===== config.mk =====
export PLATFORM = sky130hd
export DESIGN_NAME = gpio_input_conditioner
export DESIGN_NICKNAME = d
export VERILOG_FILES = /design/src/rtl/gpio_input_conditioner.sv
export SDC_FILE = /design/constraint.sdc
export NUM_CORES = 1
export LEC_CHECK = 0
export CAP_MARGIN = 5
export CORE_MARGIN = 2
export CORE_UTILIZATION = 40
export DETAILED_ROUTE_END_ITERATION = 7
export SLEW_MARGIN = 20
export SYNTH_ARGS = -nofsm -noshare
export SYNTH_HDL_FRONTEND = slang
export SYNTH_SLANG_ARGS = --single-unit

===== constraint.sdc =====
create_clock -name CLOCK_50 -period 4.5 [get_ports CLOCK_50]
set_input_delay 0.9 -clock CLOCK_50 [delete_from_list [all_inputs] [get_ports CLOCK_50]]
set_output_delay 0.9 -clock CLOCK_50 [all_outputs]
set_load 0.01 [all_outputs]

===== src/rtl/gpio_input_conditioner.sv =====
// Per-bit GPI conditioner: two-flop synchronizer, counter debounce, registered
// rise/fall pulses and a sticky write-1-to-clear edge status with masked irq.
module gpio_input_conditioner #(
  parameter int unsigned WIDTH           = 10,
  parameter int unsigned DEBOUNCE_CYCLES = 500000,
  parameter int unsigned CNT_W           = $clog2(DEBOUNCE_CYCLES + 1)
) (
  input  logic             CLOCK_50,
  input  logic             rst_n,
  input  logic [WIDTH-1:0] gpi_raw,
  output logic [WIDTH-1:0] gpi_level,
  output logic [WIDTH-1:0] gpi_rise,
  output logic [WIDTH-1:0] gpi_fall,
  input  logic [WIDTH-1:0] irq_en,
  input  logic [WIDTH-1:0] status_clr,
  output logic [WIDTH-1:0] edge_status,
  output logic             irq
);

  localparam logic [CNT_W-1:0] CNT_MAX  = CNT_W'(DEBOUNCE_CYCLES - 1);
  localparam logic [CNT_W-1:0] CNT_ZERO = CNT_W'(0);
  localparam logic [CNT_W-1:0] CNT_ONE  = CNT_W'(1);

  logic [WIDTH-1:0] s1_q;
  logic [WIDTH-1:0] s2_q;
  logic [WIDTH-1:0] stable_q;
  logic [WIDTH-1:0] stable_d;
  logic [WIDTH-1:0] rise_q;
  logic [WIDTH-1:0] rise_d;
  logic [WIDTH-1:0] fall_q;
  logic [WIDTH-1:0] fall_d;
  logic [WIDTH-1:0] status_q;
  logic [WIDTH-1:0] status_d;
  logic [CNT_W-1:0] cnt_q [WIDTH];
  logic [CNT_W-1:0] cnt_d [WIDTH];

  // Debounce counters, level acceptance, edge pulses and sticky status next-state
  always_comb begin
    stable_d = stable_q;
    rise_d   = {WIDTH{1'b0}};
    fall_d   = {WIDTH{1'b0}};
    for (int i = 0; i < int'(WIDTH); i++) begin
      cnt_d[i] = cnt_q[i];
      if (s2_q[i] == stable_q[i]) begin
        cnt_d[i] = CNT_ZERO;
      end else if (cnt_q[i] == CNT_MAX) begin
        stable_d[i] = s2_q[i];
        rise_d[i]   = s2_q[i];
        fall_d[i]   = ~s2_q[i];
        cnt_d[i]    = CNT_ZERO;
      end else begin
        cnt_d[i] = cnt_q[i] + CNT_ONE;
      end
    end
    // Set uses the pulse already registered, so it lands one cycle after it and beats a clear
    status_d = rise_q | fall_q | (status_q & ~status_clr);
  end

  // State registers with synchronous active-low reset
  always_ff @(posedge CLOCK_50) begin
    if (!rst_n) begin
      s1_q     <= {WIDTH{1'b0}};
      s2_q     <= {WIDTH{1'b0}};
      stable_q <= {WIDTH{1'b0}};
      rise_q   <= {WIDTH{1'b0}};
      fall_q   <= {WIDTH{1'b0}};
      status_q <= {WIDTH{1'b0}};
      for (int i = 0; i < int'(WIDTH); i++) begin
        cnt_q[i] <= CNT_ZERO;
      end
    end else begin
      s1_q     <= gpi_raw;
      s2_q     <= s1_q;
      stable_q <= stable_d;
      rise_q   <= rise_d;
      fall_q   <= fall_d;
      status_q <= status_d;
      for (int i = 0; i < int'(WIDTH); i++) begin
        cnt_q[i] <= cnt_d[i];
      end
    end
  end

  assign gpi_level   = stable_q;
  assign gpi_rise    = rise_q;
  assign gpi_fall    = fall_q;
  assign edge_status = status_q;
  assign irq         = |(status_q & irq_en);

endmodule

## Word-level counts from Yosys, hierarchy flattened

Memories as Yosys holds them, arrays and structs flattened.
Index checks and enable logic that the tools add are counted.

| word-level totals | value |
|---|---|
| flip-flop bits (word level) | 60 |
| bits of input ports | 32 |
| RAM bits | 190 |
| word-level logic and storage cells | 163 |
| output and inout bits | 41 |
| memories | 1 |

| cells by class | value |
|---|---|
| muxes and demuxes | 32 |
| add/sub/neg operators | 10 |
| bitwise operators | 46 |
| equal/unequal tests | 20 |
| reduce and logical (&&, ||, !) cells | 21 |

Memory list:

| name | words | bits a word | read ports | clocked after memory_dff | write ports | line | RTL |
|---|---|---|---|---|---|---|---|
| cnt_q | 10 | 19 | 10 | 0 | 10 | 34 | `logic [CNT_W-1:0] cnt_q [WIDTH];` |

Operators with widths:

| kind | number |
|---|---|
| $mux W19 | 30 |
| $add A19 B1 Y19 const B | 10 |
| $eq A19 B19 Y1 const B | 10 |
| $not A1 Y1 | 31 |
| $reduce_or A3 Y1 | 10 |
| $and A10 B10 Y10 | 2 |
| $or A10 B10 Y10 | 2 |
| $reduce_and A2 Y1 | 10 |
| $eq A1 B1 Y1 | 10 |
| $not A10 Y10 | 1 |
| $or A1 B1 Y1 | 10 |
| $reduce_or A10 Y1 | 1 |
| $mux W1 | 2 |

## Depth between registers and ports, before layout

Gate-level depths: netlist of the first run.

| logic depth | value |
|---|---|
| depth in word-level cells | 4 |
| mapped depth | 7 |
| depth with buffers taken out | 5 |

## Worst setup path after synthesis of the first run

OpenSTA, ideal clock, no wires.

| path | value |
|---|---|
| path type | in2out |
| start point | input port irq_en[8] |
| end point | output port irq |
| arrival time | 1.477 ns |
| path slack | 2.123 ns |
| path buffers | 0 |
| required time | 3.600 ns |
| stages on the path | 3 |
| cells stage by stage | a22o_1 > a221oi_1 > nand4_1 |

| between the ends | value |
|---|---|
| cells in the longest elaborated chain, start to end | 2 |

RTL lines:

| what | line | RTL |
|---|---|---|
| from (decl) | 14 | `input logic [WIDTH-1:0] irq_en,` |
| $and A10 B10 Y10 | 88 | `assign irq = \|(status_q & irq_en);` |
| $reduce_or A10 Y1 | 88 |  |
| to (decl) | 17 | `output logic irq` |

No other way between the ends.

## Final worst setup path of the first run

Ends and elaborated chain as after synthesis.

==> flow_summary_export.csv, run 1 <==
group,metric,value,unit
cts,post-cts-setup-buffers,0,
timing,setup_slack,1.242,ns
worst_setup_path,worstRegToRegCells,6,
power_and_ir_drop,vdd_drop_max,265.7,µV
floorplan,die_h,166.8,µm
timing,grt_setup_unrepaired,"false",
routing,vias,8452,
worst_setup_path,cp-end-kind,"output pin",
grt,grt_usage,15.74,%
yosys,synth_largest_area_cell,"dfxtp_1",
final_layout,fin_nets,1307,
cts,clkSinkCount,250,
place,place_area,11620,µm²
worst_setup_path,regToRegEndpoint,"cnt_q[8][14]$_SDFF_PP0_",
power_and_ir_drop,leakage,3.824,nW
cts,worstSkewPairLatency,0.53,ns
yosys,synth_cell_types,48,
worst_setup_path,r2r_slack,2.25,ns
routing,routedWlPerCell,13.64,µm
final_layout,layout-drive-gt1-share,6.056,%
worst_hold_path,worstHoldStart,"s1_q[8]$_SDFF_PN0_",
worst_hold_path,hp-class,"flip-flop to flip-flop",
cts,path_clk_slew,0.06,ns
routing,firstDrtPassIters,4,
place,port_buffers,72,
timing,period_share,72.41,%
grt,grt_pass1_vias,7856,
run_status,status,"completed",
timing,hold_viol,0,
grt,grt-ovfl-total,0,
routing,drc,0,
yosys,synth_cells,1189,
power_and_ir_drop,p_per_area,368.4,nW/µm²
timing,worst_pin_slew,0.6796,ns
worst_setup_path,rr_startpoint,"cnt_q[8][0]$_SDFF_PP0_",
grt,grt_max_degree,33,
yosys,synth_top_area_share,47.22,%
floorplan,initial_core_util,40.67,%
routing,antenna_left,0,
final_layout,design_area,12600,µm²
grt,antenna_found_initial,1,
yosys,synth-seq-cells,250,
cts,clk_path_buf_depth,3,
cts,cts-resized-gates,0,
yosys,synth_nets,1231,
yosys,synthesis.area,10600,µm²
final_layout,final_cells,1624,
floorplan,die_area,27820,µm²
worst_setup_path,crit_fanout,1,
floorplan,chipWidth,166.8,µm
timing,max_slew_margin,54.39,%
cts,hold_buffers,0,
worst_setup_path,critPathLaunchType,"input port",
yosys,synth_edf_count,0,
worst_hold_path,worstHoldPathCells,1,
cts,h-tree-depth,1,
place,dpl.cell_count,1569,
floorplan,ioPinCount,73,
flow_run,maxCapViolCount,0,
cts,numCtsBuffers,29,
floorplan,coreArea,26060,µm²
yosys,synthFlopType,"dfxtp_1",
worst_setup_path,crit_arrival,2.36,ns
worst_setup_path,critPathKind,"input port to output pin",
yosys,synthArstFlopShare,0,%
yosys,syn_avg_cell_area,8.914,µm²
final_layout,layout_common_cells,"dfxtp_1 (250), nor2_1 (158), a21oi_1 (71), clkdlybuf4s50_1 (71), nand2_1 (69)",
timing,fmax,306.9,MHz
cts,clockRootBuffer,"clkbuf_16",
timing,clock_skew,0.005878,ns
cts,cts_tree,"built",
worst_hold_path,worstHoldEndpoint,"s2_q[8]$_SDFF_PN0_",
yosys,yosysSeqAreaShare,47.22,%
place,hpwl,15.27,mm
timing,final.min_clock_period,3.258,ns
routing,viasPerCell,5.204,
yosys,synthTopCellsByArea,"dfxtp_1 (47%), nor2_1 (5.6%), xor2_1 (5.5%), xnor2_1 (4.8%), a21oi_1 (3.4%)",
routing,drtIter0Drc,365,
grt,grt_pass1_wl,37.53,mm
yosys,ys_warn_count,0,
timing,fin_setup_tns,0,ns
floorplan,row_count,59,
final_layout,syn_to_final_growth,18.90,%
place,place_ws,1.233,ns
place,gp_congestion,0.7913,
worst_setup_path,worstPathRequired,3.60,ns
timing,finalSetupViolations,0,
timing,slew_viol_final,0,
timing,hold_slack,0.4343,ns
final_layout,layout_commonest_cell,"dfxtp_1",
routing,wirelength,22.15,mm
synth_stat cells, types with 4 or more instances:
| library cell | instances |
|---|---|
| nand4_1 | 53 |
| and2_1 | 27 |
| xnor2_1 | 58 |
| inv_1 | 35 |
| o21bai_4 | 4 |
| xor2_1 | 67 |
| o21ai_0 | 40 |
| buf_2 | 9 |
| nand2b_1 | 10 |
| or2_2 | 8 |
| o31ai_1 | 21 |
| o21a_1 | 7 |
| ha_1 | 10 |
| nor2_1 | 158 |
| nand3_1 | 66 |
| nor3_1 | 16 |
| and3_1 | 5 |
| nor4b_1 | 6 |
| or4b_1 | 7 |
| or4_1 | 30 |
| dfxtp_1 | 250 |
| nand2_1 | 69 |
| a21oi_1 | 71 |
| or3_1 | 42 |
| clkbuf_1 | 20 |
| and4_1 | 25 |
| nor4_1 | 41 |
routing by layer:
layer	track usage [%]	vias up	share of wire (%)
li1	-	4389	-
met1	21.60	3906	49
met2	25.42	128	44
met3	3.113	29	5.0
met4	4.085	0	2.0
met5	0	-	0
stage by stage:
stage	util, %	total power [mW]
floorplan	-	2.312
global placement	44.61	2.353
detailed placement	44.61	2.354
CTS	48.35	4.723
global route	48.36	4.821
finish	48.36	4.643
flip-flops by register name, summed over array words and instances, names as in the netlist:
signal       count
cnt_q          190
edge_status     10
gpi_fall        10
gpi_level       10
gpi_rise        10
s1_q            10
s2_q            10
worst max-delay path, cell delays in order:
cell and delay (ns):
clkdlybuf4s50_1 0.40, a22o_1 0.22, a221oi_1 0.23, nand4_1 0.12, clkdlybuf4s50_1 0.49
worst max-delay path by stage:
stage,startpoint,endpoint,cells after the start
after floorplan,irq_en[8],irq,3
after global placement,irq_en[8],irq,5
after detailed placement,irq_en[8],irq,5
after CTS,irq_en[8],irq,5
after global routing,irq_en[8],irq,5
final,irq_en[8],irq,5
power by group:
group / internal (mW) / switching, mW / total (mW) / leakage (nW)
Combinational: 0.0375 / 0.0345 / 0.0720 / 1.32
Sequential: 2.22 / 0.00726 / 2.23 / 2.02
Clock: 1.42 / 0.917 / 2.34 / 0.488
area by class of cell:
type	instances	area (µm²)
tap	335	419.2
multi-input combinational	869	5298
sequential	250	5005
antenna	1	2.502
clock inverter	18	182.7
fill	2508	13460
inverter	36	135.1
timing repair buffer	79	768.2
clock buffer	36	792.0
cells by family (layout without fill, tap and decap cells):
family	after synthesis	count (layout)	synth area share, %
buffers and inverters	70	169	2.798
flip-flops	250	250	47.22
AO/OA/AOI/OAI	155	155	8.830
adder cells (fa/ha/maj)	10	10	1.180
other	0	1	0
AND/OR/NAND/NOR	579	579	29.64
XOR/XNOR	125	125	10.33
Power figures use the tool's default switching activity.
==> inputs of run 2 (changes only) <==
==> constraint.sdc (replaced) <==
create_clock -name CLOCK_50 -period 3.1 [get_ports CLOCK_50]
set_input_delay 0.62 -clock CLOCK_50 [delete_from_list [all_inputs] [get_ports CLOCK_50]]
set_output_delay 0.62 -clock CLOCK_50 [all_outputs]
set_load 0.01 [all_outputs]
==> run 2 against run 1 <==
  * Combinational power increased by 49%
  * Largest power group unchanged
  * Global-route usage about the same
  * Non-clock buffer count increased by 1
  * Cell count decreased by 0.18%
  * Critical path type unchanged
  * Wire length decreased by 0.13%
==> flow_summary_export.csv, run 2 (same netlist as run 1, synthesis figures left out) <==
group,metric,value,unit
worst_setup_path,critPathBufInv,2,
power_and_ir_drop,swShare,20.00,%
run_status,status,"completed",
routing,wirelength,22.12,mm
timing,fmax,366.7,MHz
timing,grt_setup_unrepaired,"false",
worst_setup_path,crit_fanout,1,
timing,worst_pin_slew,0.6621,ns
routing,drtIter0Drc,446,
timing,period_share,87.96,%
worst_setup_path,cp_slowest_cell,"clkdlybuf4s50_1",
power_and_ir_drop,leakage,3.834,nW
floorplan,coreArea,26060,µm²
final_layout,layout-drive-gt1-share,6.065,%
timing,slew_viol_final,0,
worst_setup_path,path_cells,"clkdlybuf4s50_1, a22o_1, a221oi_1, nand4_1, clkdlybuf4s50_1",
grt,grt_pass1_wl,37.49,mm
final_layout,final_cells,1621,
floorplan,initial_core_util,40.67,%
floorplan,row_count,59,
power_and_ir_drop,p_sw,1.360,mW
power_and_ir_drop,clkPwrFrac,50.8,%
worst_setup_path,rr_startpoint,"cnt_q[7][9]$_SDFF_PP0_",
worst_setup_path,critPathLaunchType,"input port",
final_layout,design_area,12630,µm²
routing,firstDrtPassIters,6,
timing,hold_viol,0,
worst_setup_path,crit_start,"irq_en[8]",
routing,routedWlPerCell,13.64,µm
timing,fin_setup_tns,0,ns
cts,clk_path_buf_depth,3,
cts,worstSkewPairLatency,0.54,ns
routing,viasPerCell,5.237,
worst_hold_path,worstHoldStart,"s1_q[8]$_SDFF_PN0_",
cts,post-cts-setup-buffers,0,
timing,finalSetupViolations,0,
power_and_ir_drop,p_per_area,538.7,nW/µm²
place,hpwl,15.34,mm
place,place_area,11630,µm²
grt,grt-ovfl-total,0,
final_layout,top_register,"cnt_q",
worst_setup_path,crit_top_cell,"clkdlybuf4s50_1",
final_layout,syn_to_final_growth,19.12,%
grt,grt_max_degree,20,
cts,cts_tree,"built",
cts,h-tree-depth,1,
cts,clockRootBuffer,"clkbuf_16",
final_layout,largest_reg_flops,190,
place,dpl.cell_count,1570,
cts,cts-resized-gates,0,
place,port_buffers,72,
worst_setup_path,cp-end-kind,"output pin",
routing,drc,0,
timing,max_slew_margin,55.77,%
grt,grt_usage,15.77,%
timing,hold_slack,0.4337,ns
cts,hold_buffers,0,
grt,grt_pass1_vias,7966,
worst_setup_path,cp_top_family,"buffers and inverters",
timing,clock_skew,0.01981,ns
power_and_ir_drop,p_int,5.442,mW
final_layout,n_antenna_cell,0,
floorplan,die_h,166.8,µm
worst_setup_path,critPathKind,"input port to output pin",
final_layout,fin_nets,1307,
timing,final.min_clock_period,2.727,ns
routing,vias,8489,
grt,antenna_found_initial,0,
floorplan,chipWidth,166.8,µm
power_and_ir_drop,vdd_drop_max,429.8,µV
final_layout,layout_commonest_cell,"dfxtp_1",
worst_setup_path,critical-path-max-stage-delay,0.49,ns
flow_run,maxCapViolCount,0,
power_and_ir_drop,combPwrFrac,1.6,%
worst_setup_path,worstPathRequired,2.48,ns
routing,antenna_left,0,
cts,numCtsBuffers,28,
floorplan,die_area,27820,µm²
power_and_ir_drop,pwr-share-seq,47.6,%
cts,path_clk_slew,0.06,ns
place,gp_congestion,0.7731,
floorplan,ioPinCount,73,
worst_setup_path,crit_arrival,2.11,ns
cts,clkSinkCount,250,
final_layout,layout_common_cells,"dfxtp_1 (250), nor2_1 (158), a21oi_1 (71), clkdlybuf4s50_1 (71), nand2_1 (69)",
worst_hold_path,hp-class,"flip-flop to flip-flop",
==> run 2: changes by cell type in the layout (fill, tap and decap cells not counted), sizes merged <==
| cell | previous run | this run |
|---|---|---|
| diode | 1 | 0 |
| clkbuf | 36 | 39 |
| buf | 8 | 9 |
| inv | 36 | 35 |
| clkinv | 14 | 8 |
| clkinvlp | 1 | 2 |
==> run 2: per-layer routing <==
layer	share of wire, %	vias up	GRT usage (%)
li1	-	4404	-
met1	49	3922	21.21
met2	44	125	25.24
met3	4.5	38	3.327
met4	2.8	0	5.322
met5	0	-	0
==> run 2: area by class of cell <==
class	count	area (µm²)
clock buffers	39	853.3
clock inverters	12	140.1
fillers	2494	13430
inverters	36	135.1
multi-input cells	869	5298
flip-flops and latches	250	5005
well taps	335	419.2
repair buffers	80	775.7
==> run 2: power by group through the flow <==
stage | Clock [mW] | Sequential, mW | Combinational, mW
final | 3.45 | 3.24 | 0.107
after global routing | 3.69 | 3.24 | 0.119
after CTS | 3.55 | 3.24 | 0.110
after detailed placement | 0 | 3.31 | 0.109
after global placement | 0 | 3.31 | 0.108
after floorplan | 0 | 3.31 | 0.0486
==> run 2: final timing paths <==
path / end / slack (ns) / cells after the start
max: irq / 0.37 / 5
min: s2_q[8]$_SDFF_PN0_ / 0.43 / 1
max reg2reg: cnt_q[7][16]$_SDFF_PP0_ / 0.89 / 4
min reg2reg: s2_q[8]$_SDFF_PN0_ / 0.43 / 1
==> run 2: stage by stage <==
stage	util (%)	worst slack, ns	power [mW]
finish	48.45	0.3731	6.802
global route	48.45	0.2840	7.045
CTS	48.45	0.3526	6.902
detailed placement	44.64	0.3582	3.420
global placement	44.64	0.3381	3.418
floorplan	-	1.138	3.356
==> run 2: worst register-to-register path: cells and delay by family, from the launching register on <==
family          cells  cell delay [ns]
compound gates      2             0.62
simple gates        2             1.12
flops               1             0.36
